===== config.mk =====
export PLATFORM = sky130hd
export DESIGN_NAME = mem_bus_arbiter_flat
export DESIGN_NICKNAME = d
export VERILOG_FILES = /design/src/rtl/mem_bus_arbiter_if.sv /design/src/rtl/mem_bus_arbiter.sv /design/src/flat_wrapper.sv
export SDC_FILE = /design/constraint.sdc
export NUM_CORES = 1
export LEC_CHECK = 0
export ABC_AREA = 1
export CAP_MARGIN = 20
export CORE_MARGIN = 2
export CORE_UTILIZATION = 34
export DETAILED_ROUTE_END_ITERATION = 12
export PLACE_DENSITY_LB_ADDON = 0.15
export SYNTH_ARGS = -nofsm -noshare
export SYNTH_HDL_FRONTEND = slang
export SYNTH_SLANG_ARGS = --single-unit
export TNS_END_PERCENT = 5

===== constraint.sdc =====
create_clock -name clk -period 2.1 [get_ports clk]
set_clock_uncertainty 0.2 [all_clocks]
set_input_delay 0.525 -clock clk [delete_from_list [all_inputs] [get_ports clk]]
set_output_delay 0.525 -clock clk [all_outputs]
set_load 0.02 [all_outputs]

===== src/rtl/mem_bus_arbiter_if.sv =====
// Bus bundle between the two cache miss engines, the arbiter and the downstream memory bridge.
// The slave modport is the arbiter's view. The master modport is the view of the environment
// that drives the cache requests and the downstream responses.
interface mem_bus_arbiter_if #(
  parameter int unsigned ADDR_W = 32,
  parameter int unsigned DATA_W = 32,
  parameter int unsigned LEN_W  = 4
);
  // ICache side
  logic              i_req;
  logic [ADDR_W-1:0] i_addr;
  logic [LEN_W-1:0]  i_len;
  logic              i_addr_ok;
  logic              i_rvalid;
  logic              i_rlast;
  // DCache side
  logic              d_req;
  logic              d_wr;
  logic [ADDR_W-1:0] d_addr;
  logic [LEN_W-1:0]  d_len;
  logic              d_addr_ok;
  logic              d_rvalid;
  logic              d_rlast;
  logic [DATA_W-1:0] d_wdata;
  logic              d_wvalid;
  logic              d_wready;
  logic              d_bvalid;
  logic [DATA_W-1:0] rdata;
  // Downstream side
  logic              m_req;
  logic              m_wr;
  logic [ADDR_W-1:0] m_addr;
  logic [LEN_W-1:0]  m_len;
  logic              m_addr_ok;
  logic              m_rvalid;
  logic              m_rlast;
  logic [DATA_W-1:0] m_rdata;
  logic [DATA_W-1:0] m_wdata;
  logic              m_wvalid;
  logic              m_wlast;
  logic              m_wready;
  logic              m_bvalid;

  modport slave (
    input  i_req, i_addr, i_len,
    output i_addr_ok, i_rvalid, i_rlast,
    input  d_req, d_wr, d_addr, d_len, d_wdata, d_wvalid,
    output d_addr_ok, d_rvalid, d_rlast, d_wready, d_bvalid, rdata,
    output m_req, m_wr, m_addr, m_len, m_wdata, m_wvalid, m_wlast,
    input  m_addr_ok, m_rvalid, m_rlast, m_rdata, m_wready, m_bvalid
  );

  modport master (
    output i_req, i_addr, i_len,
    input  i_addr_ok, i_rvalid, i_rlast,
    output d_req, d_wr, d_addr, d_len, d_wdata, d_wvalid,
    input  d_addr_ok, d_rvalid, d_rlast, d_wready, d_bvalid, rdata,
    input  m_req, m_wr, m_addr, m_len, m_wdata, m_wvalid, m_wlast,
    output m_addr_ok, m_rvalid, m_rlast, m_rdata, m_wready, m_bvalid
  );
endinterface


===== src/rtl/mem_bus_arbiter.sv =====
// Shares one burst memory port between ICache refills and DCache refills/writebacks.
// One transaction at a time; DCache wins by default, and a starvation counter forces an
// ICache grant once it has lost for STARVE_LIMIT cycles.
module mem_bus_arbiter #(
  parameter int unsigned ADDR_W       = 32,
  parameter int unsigned DATA_W       = 32,
  parameter int unsigned LEN_W        = 4,
  parameter int unsigned STARVE_LIMIT = 8
) (
  input logic              clk,
  input logic              reset,
  mem_bus_arbiter_if.slave bus
);

  localparam int unsigned     StW       = $clog2(STARVE_LIMIT + 1);
  localparam logic [StW-1:0]  StarveMax = StW'(STARVE_LIMIT);

  typedef enum logic [2:0] {StIdle, StAddr, StRdata, StWdata, StWresp} state_e;
  typedef enum logic [1:0] {OwnNone, OwnI, OwnD} owner_e;

  state_e            state_q, state_d;
  owner_e            owner_q, owner_d;
  logic              m_req_q, m_req_d;
  logic              m_wr_q, m_wr_d;
  logic [ADDR_W-1:0] m_addr_q, m_addr_d;
  logic [LEN_W-1:0]  m_len_q, m_len_d;
  logic [StW-1:0]    starve_q, starve_d;
  logic [LEN_W-1:0]  beat_q, beat_d;

  logic              grant_i;
  logic              wbeat_acc;
  logic              wlast;
  logic [DATA_W-1:0] wdata_fwd;

  // Arbitration and write-beat bookkeeping terms shared by both processes
  always_comb begin
    grant_i   = (state_q == StIdle) && bus.i_req && (!bus.d_req || (starve_q >= StarveMax));
    wlast     = (state_q == StWdata) && (beat_q == m_len_q);
    wbeat_acc = (state_q == StWdata) && bus.d_wvalid && bus.m_wready;
    wdata_fwd = bus.d_wdata;
  end

  // Next-state: FSM, latched request, beat counter and starvation counter
  always_comb begin
    state_d  = state_q;
    owner_d  = owner_q;
    m_req_d  = m_req_q;
    m_wr_d   = m_wr_q;
    m_addr_d = m_addr_q;
    m_len_d  = m_len_q;
    beat_d   = beat_q;
    starve_d = starve_q;

    case (state_q)
      StIdle: begin
        if (bus.i_req || bus.d_req) begin
          state_d = StAddr;
          m_req_d = 1'b1;
          if (grant_i) begin
            owner_d  = OwnI;
            m_wr_d   = 1'b0;
            m_addr_d = bus.i_addr;
            m_len_d  = bus.i_len;
          end else begin
            owner_d  = OwnD;
            m_wr_d   = bus.d_wr;
            m_addr_d = bus.d_addr;
            m_len_d  = bus.d_len;
          end
        end
      end
      StAddr: begin
        if (bus.m_addr_ok) begin
          m_req_d = 1'b0;
          state_d = m_wr_q ? StWdata : StRdata;
        end
      end
      StRdata: begin
        if (bus.m_rvalid && bus.m_rlast) begin
          state_d = StIdle;
          owner_d = OwnNone;
        end
      end
      StWdata: begin
        if (wbeat_acc) begin
          if (wlast) begin
            beat_d  = '0;
            state_d = StWresp;
          end else begin
            beat_d = beat_q + 1'b1;
          end
        end
      end
      StWresp: begin
        if (bus.m_bvalid) begin
          state_d = StIdle;
          owner_d = OwnNone;
        end
      end
      default: state_d = StIdle;
    endcase

    // Counts every cycle the ICache waits while someone else holds (or wins) the port
    if (grant_i) begin
      starve_d = '0;
    end else if (bus.i_req && (owner_q != OwnI) && (starve_q != StarveMax)) begin
      starve_d = starve_q + 1'b1;
    end
  end

  // State registers; the downstream port shares this reset
  always_ff @(posedge clk or posedge reset) begin
    if (reset) begin
      state_q  <= StIdle;
      owner_q  <= OwnNone;
      m_req_q  <= 1'b0;
      m_wr_q   <= 1'b0;
      m_addr_q <= '0;
      m_len_q  <= '0;
      beat_q   <= '0;
      starve_q <= '0;
    end else begin
      state_q  <= state_d;
      owner_q  <= owner_d;
      m_req_q  <= m_req_d;
      m_wr_q   <= m_wr_d;
      m_addr_q <= m_addr_d;
      m_len_q  <= m_len_d;
      beat_q   <= beat_d;
      starve_q <= starve_d;
    end
  end

  // Outputs: handshakes routed to the owner only, and only in the matching phase
  always_comb begin
    bus.m_req     = m_req_q;
    bus.m_wr      = m_wr_q;
    bus.m_addr    = m_addr_q;
    bus.m_len     = m_len_q;
    bus.rdata     = bus.m_rdata;
    bus.m_wdata   = wdata_fwd;
    bus.m_wvalid  = 1'b0;
    bus.m_wlast   = 1'b0;
    bus.i_addr_ok = 1'b0;
    bus.d_addr_ok = 1'b0;
    bus.i_rvalid  = 1'b0;
    bus.i_rlast   = 1'b0;
    bus.d_rvalid  = 1'b0;
    bus.d_rlast   = 1'b0;
    bus.d_wready  = 1'b0;
    bus.d_bvalid  = 1'b0;

    case (state_q)
      StAddr: begin
        bus.i_addr_ok = bus.m_addr_ok && (owner_q == OwnI);
        bus.d_addr_ok = bus.m_addr_ok && (owner_q == OwnD);
      end
      StRdata: begin
        bus.i_rvalid = bus.m_rvalid && (owner_q == OwnI);
        bus.i_rlast  = bus.m_rvalid && bus.m_rlast && (owner_q == OwnI);
        bus.d_rvalid = bus.m_rvalid && (owner_q == OwnD);
        bus.d_rlast  = bus.m_rvalid && bus.m_rlast && (owner_q == OwnD);
      end
      StWdata: begin
        bus.m_wvalid = bus.d_wvalid;
        bus.m_wlast  = wlast;
        bus.d_wready = bus.m_wready;
      end
      StWresp: begin
        bus.d_bvalid = bus.m_bvalid;
      end
      default: ;
    endcase
  end

endmodule


===== src/flat_wrapper.sv =====
// flat-port wrapper written by rule: the top's interface ports become plain ports
module mem_bus_arbiter_flat 
#(
  parameter int unsigned ADDR_W       = 32,
  parameter int unsigned DATA_W       = 32,
  parameter int unsigned LEN_W        = 4,
  parameter int unsigned STARVE_LIMIT = 8
)
  (clk, reset, bus_i_req, bus_i_addr, bus_i_len, bus_i_addr_ok, bus_i_rvalid, bus_i_rlast, bus_d_req, bus_d_wr, bus_d_addr, bus_d_len, bus_d_wdata, bus_d_wvalid, bus_d_addr_ok, bus_d_rvalid, bus_d_rlast, bus_d_wready, bus_d_bvalid, bus_rdata, bus_m_req, bus_m_wr, bus_m_addr, bus_m_len, bus_m_wdata, bus_m_wvalid, bus_m_wlast, bus_m_addr_ok, bus_m_rvalid, bus_m_rlast, bus_m_rdata, bus_m_wready, bus_m_bvalid);
  mem_bus_arbiter_if #(.ADDR_W(ADDR_W), .DATA_W(DATA_W), .LEN_W(LEN_W)) bus_i ();
  input logic clk;
  input logic reset;
  input wire logic [$bits(bus_i.i_req)-1:0] bus_i_req;
  input wire logic [$bits(bus_i.i_addr)-1:0] bus_i_addr;
  input wire logic [$bits(bus_i.i_len)-1:0] bus_i_len;
  output wire logic [$bits(bus_i.i_addr_ok)-1:0] bus_i_addr_ok;
  output wire logic [$bits(bus_i.i_rvalid)-1:0] bus_i_rvalid;
  output wire logic [$bits(bus_i.i_rlast)-1:0] bus_i_rlast;
  input wire logic [$bits(bus_i.d_req)-1:0] bus_d_req;
  input wire logic [$bits(bus_i.d_wr)-1:0] bus_d_wr;
  input wire logic [$bits(bus_i.d_addr)-1:0] bus_d_addr;
  input wire logic [$bits(bus_i.d_len)-1:0] bus_d_len;
  input wire logic [$bits(bus_i.d_wdata)-1:0] bus_d_wdata;
  input wire logic [$bits(bus_i.d_wvalid)-1:0] bus_d_wvalid;
  output wire logic [$bits(bus_i.d_addr_ok)-1:0] bus_d_addr_ok;
  output wire logic [$bits(bus_i.d_rvalid)-1:0] bus_d_rvalid;
  output wire logic [$bits(bus_i.d_rlast)-1:0] bus_d_rlast;
  output wire logic [$bits(bus_i.d_wready)-1:0] bus_d_wready;
  output wire logic [$bits(bus_i.d_bvalid)-1:0] bus_d_bvalid;
  output wire logic [$bits(bus_i.rdata)-1:0] bus_rdata;
  output wire logic [$bits(bus_i.m_req)-1:0] bus_m_req;
  output wire logic [$bits(bus_i.m_wr)-1:0] bus_m_wr;
  output wire logic [$bits(bus_i.m_addr)-1:0] bus_m_addr;
  output wire logic [$bits(bus_i.m_len)-1:0] bus_m_len;
  output wire logic [$bits(bus_i.m_wdata)-1:0] bus_m_wdata;
  output wire logic [$bits(bus_i.m_wvalid)-1:0] bus_m_wvalid;
  output wire logic [$bits(bus_i.m_wlast)-1:0] bus_m_wlast;
  input wire logic [$bits(bus_i.m_addr_ok)-1:0] bus_m_addr_ok;
  input wire logic [$bits(bus_i.m_rvalid)-1:0] bus_m_rvalid;
  input wire logic [$bits(bus_i.m_rlast)-1:0] bus_m_rlast;
  input wire logic [$bits(bus_i.m_rdata)-1:0] bus_m_rdata;
  input wire logic [$bits(bus_i.m_wready)-1:0] bus_m_wready;
  input wire logic [$bits(bus_i.m_bvalid)-1:0] bus_m_bvalid;
  assign bus_i.i_req = bus_i_req;
  assign bus_i.i_addr = bus_i_addr;
  assign bus_i.i_len = bus_i_len;
  assign bus_i_addr_ok = bus_i.i_addr_ok;
  assign bus_i_rvalid = bus_i.i_rvalid;
  assign bus_i_rlast = bus_i.i_rlast;
  assign bus_i.d_req = bus_d_req;
  assign bus_i.d_wr = bus_d_wr;
  assign bus_i.d_addr = bus_d_addr;
  assign bus_i.d_len = bus_d_len;
  assign bus_i.d_wdata = bus_d_wdata;
  assign bus_i.d_wvalid = bus_d_wvalid;
  assign bus_d_addr_ok = bus_i.d_addr_ok;
  assign bus_d_rvalid = bus_i.d_rvalid;
  assign bus_d_rlast = bus_i.d_rlast;
  assign bus_d_wready = bus_i.d_wready;
  assign bus_d_bvalid = bus_i.d_bvalid;
  assign bus_rdata = bus_i.rdata;
  assign bus_m_req = bus_i.m_req;
  assign bus_m_wr = bus_i.m_wr;
  assign bus_m_addr = bus_i.m_addr;
  assign bus_m_len = bus_i.m_len;
  assign bus_m_wdata = bus_i.m_wdata;
  assign bus_m_wvalid = bus_i.m_wvalid;
  assign bus_m_wlast = bus_i.m_wlast;
  assign bus_i.m_addr_ok = bus_m_addr_ok;
  assign bus_i.m_rvalid = bus_m_rvalid;
  assign bus_i.m_rlast = bus_m_rlast;
  assign bus_i.m_rdata = bus_m_rdata;
  assign bus_i.m_wready = bus_m_wready;
  assign bus_i.m_bvalid = bus_m_bvalid;
  mem_bus_arbiter #(.ADDR_W(ADDR_W), .DATA_W(DATA_W), .LEN_W(LEN_W), .STARVE_LIMIT(STARVE_LIMIT)) u_core (.clk(clk), .reset(reset), .bus(bus_i));
endmodule

==> key figures <==
Cells and area
  – Ant diodes: 0
  – Register area: 1276 sq um
  – Share of post-route cells with drive strength above 1: 0.3412
  – Number of fillers in the final layout: 937
  – Area taken by multi-input logic gates: 1453 sq um
  – Final core utilization: 0.5036
  – Synthesis-to-layout area growth: 44.64%
  – Fin nets: 657

Yosys
  – Distinct cells, synth: 30
  – Mapped Area: 3372 sq um
  – Sequential area share after synthesis: 0.3785
  – Main combinational cell family by area after synthesis: buffers and inverters
  – Synth Instances: 393
  – Post-Synth XOR/XNOR Area: 0.002597
  – Post-synthesis async set-or-reset flop share: 1.000
  – Post-Syn Nets: 543
  – Syn_area_per_cell: 8.580 sq um
  – Top cells by area, synth: dfrtp_1, o21ai_2, buf_4, nand2_1, nor2_1
  – Synth Area in Compound Gates: 0.2108
  – Top post-synthesis cells by count: buf_4, nand2_1, o21ai_2
  – YS warnings: 0
  – Post-Synth Simple-Gate Area: 0.1837
  – EDFF count, synth: 0
  – #FFs+latches synth: 51
  – Post-synthesis mux area share: 0
  – Dominant cell type by area after synthesis: dfrtp_1
  – Synth Area in Adders: 0.01113
  – Share of the synthesized area in the top cell type: 0.3785
  – Top_reg_cell synth: dfrtp_1

Detailed routing
  – Routed wire per std cell: 13.81 um
  – Routed vias: 2,932
  – DRC: 0
  – Per-cell via count in the routed design: 4.581
  – DR iter-0 viols: 86
  – DR pass1 iterations: 4
  – Final wirelength: 8841 um
  – Antenna-violating nets left: 0

Power and ir drop
  – Switch share: 0.4255
  – PwrDens: 1294 nW/um^2
  – Int Pwr: 3625 uW
  – Sequential Power Share: 0.276
  – Static leakage: 0.002188 uW
  – Logic gate share of total power: 0.633
  – Sw Pwr: 2685 uW
  – Clock power share: 0.092
  – Peak VDD IR: 0.0004597 V

CTS
  – Max clock buf depth: 2
  – Clock root buffer: clkbuf_8
  – Total CTS buffers: 5
  – H-tree levels: 2
  – Clock Latency Late Sink: 0.30 ns
  – Clock transition at path regs: 0.08 ns
  – TritonCTS clock tree: yes
  – Clock Sink Count: 51

Timing
  – FMAX: 474.8 MHz
  – RSZ-0062 raised after global routing: true
  – Min Tclk post-route: 2.106 ns
  – Final setup vio count: 1
  – Hold Fails Final Rpt: 0
  – Rel. slew slack: 0.8063
  – Final Slew Violations: 0
  – Final worst-path cycle share: 1.003
  – Worst Setup Slack, final: -0.005987 ns
  – Worst-Margin Slew: 0.2906 ns

Setup path
  – Crit-path cells: clkdlybuf4s50_1, nand2_2, nor3_2, buf_4
  – Buf/Inv on CP: 2
  – Delay-heaviest family, CP: buffers and inverters
  – Crit path launch type: input pin
  – CP max stage delay: 0.47 ns
  – Critical Path Fanout Max: 3
  – Worst Setup Path Type: input pin to output port
  – Crit path capture type: output port
  – Slowest stage cell, crit path: clkdlybuf4s50_1
  – Worst Setup SP: bus_m_rlast
  – CP Data Arrival Time: 1.38 ns
  – Worst R2R Start: u_core.state_q[2]$_DFFE_PP0P_
  – Worst Path Required: 1.37 ns

Global routing
  – Initial antenna violation count: 0
  – Vias in the first global route: 2,923
  – First-pass GRT wire length: 14,470 um
  – GRT Total Usage: 0.1636
  – Largest net degree at the start of global routing: 52
  – Grt total ovfl: 0

Floorplan
  – Die Ht: 103.6 um
  – Cell row count: 36
  – # IOs: 259
  – Initial Util: 0.3482
  – Die area: 10,730 sq um
  – Core area: 9684 sq um
  – Die W: 103.6 um

Placed design
  – Worst slack, placed: -0.5237 ns
  – GP Congestion: 0.7614
  – Number of I/O port buffers: 130
  – Final HPWL DP: 6694 um

Flow run
  – Max_cap viols: 0

Worst hold path
  – Hold Crit Class: register to register
  – Worst hold start: u_core.bus.m_req$_DFFE_PP0P_

Run status
  – Outcome: finished, violations left
  – Failing checks: setup timing
[cell families (layout without fill, tap and decap cells)]
group,after synthesis,count (layout)
AO/OA/AOI/OAI,88,88
XOR/XNOR,1,1
adder cells (fa/ha/maj),3,3
buffers and inverters,104,218
AND/OR/NAND/NOR,146,146
flip-flops,51,51
[final cells by class]
| type | instances | area share |
|---|---|---|
| timing repair buffer | 185 | 0.3663 |
| sequential | 51 | 0.2617 |
| clock inverter | 1 | 0.001026 |
| tap | 133 | 0.03412 |
| inverter | 26 | 0.02206 |
| multi-input combinational | 238 | 0.2978 |
| clock buffer | 6 | 0.01693 |
[layer usage]
metal / GRT usage / share of wire / vias up
li1: - / - / 1439
met1: 0.2056 / 0.43 / 1341
met2: 0.2545 / 0.46 / 139
met3: 0.07930 / 0.11 / 13
met4: 0.03861 / 0.012 / 0
met5: 0 / 0 / -
[state kept, by name (all words and copies together) (netlist names)]
name               flops
u_core.owner_q         2
u_core.bus.m_len       4
u_core.state_q         3
u_core.bus.m_wr        1
u_core.bus.m_req       1
u_core.bus.m_addr     32
u_core.beat_q          4
u_core.starve_q        4
[stage by stage]
step / hold slack (ns) / setup TNS (ns) / std cells / total power [uW] / instance area, sq um
global route: 0.3155 / -0.3072 / 640 / 6810 / 4877
detailed placement: 0.2638 / -5.543 / 630 / 5675 / 4706
CTS: 0.2868 / -0.2952 / 637 / 6279 / 4763
finish: 0.2851 / -0.005987 / 640 / 6310 / 4877
global placement: 0.2638 / -4.652 / 630 / 5627 / 4706
floorplan: 0.2793 / 0 / 393 / 4100 / 3372
[worst paths after layout]
check,slack (ns),cells after the start,endpoint
worst max-delay path,-0.006,4,bus_i_rlast
worst min-delay path,0.29,2,u_core.bus.m_req$_DFFE_PP0P_
worst max register to register,0.30,10,u_core.state_q[0]$_DFFE_PP0P_
worst min register to register,0.29,2,u_core.bus.m_req$_DFFE_PP0P_
max in group asynchronous,1.08,3,u_core.bus.m_addr[30]$_DFFE_PP0P_
min in group asynchronous,0.38,3,u_core.owner_q[0]$_DFFE_PP0P_
[layout by cell type (no fill, tap or decap), drive strengths merged]
master | netlist | routed
a21oi | 3 | 3
o21ai | 79 | 79
dfrtp | 51 | 51
nand4 | 4 | 4
xor2 | 1 | 1
a21boi | 1 | 1
nand2 | 67 | 67
nand3 | 13 | 13
dlymetal6s2s | 0 | 3
or2 | 1 | 1
inv | 26 | 26
nor2 | 53 | 53
clkdlybuf4s50 | 0 | 113
clkbuf | 0 | 7
nor3 | 8 | 8
o22ai | 5 | 5
ha | 3 | 3
buf | 78 | 68
clkinv | 0 | 1
[worst reg2reg max path: cells and delay by family (launching register included)]
kind / cells / cell delay [ns]
buffers and inverters: 3 / 0.39
flip-flops: 1 / 0.42
AND/OR/NAND/NOR: 7 / 0.69
[power by group through the flow]
stage	clock, uW	sequential (uW)	combinational (uW)
global placement	0	1730	3890
finish	578	1740	3990
floorplan	0	2180	1920
detailed placement	0	1740	3930
global route	646	1810	4360
CTS	607	1730	3940
[what timing repair did]
item,CTS,global route
setup endpoints to repair,14,11
pin swaps,1,8
resized for setup,54,33
hold buffers,0,0
setup buffers,0,3
No activity file was read; power rests on OpenSTA's default activity.
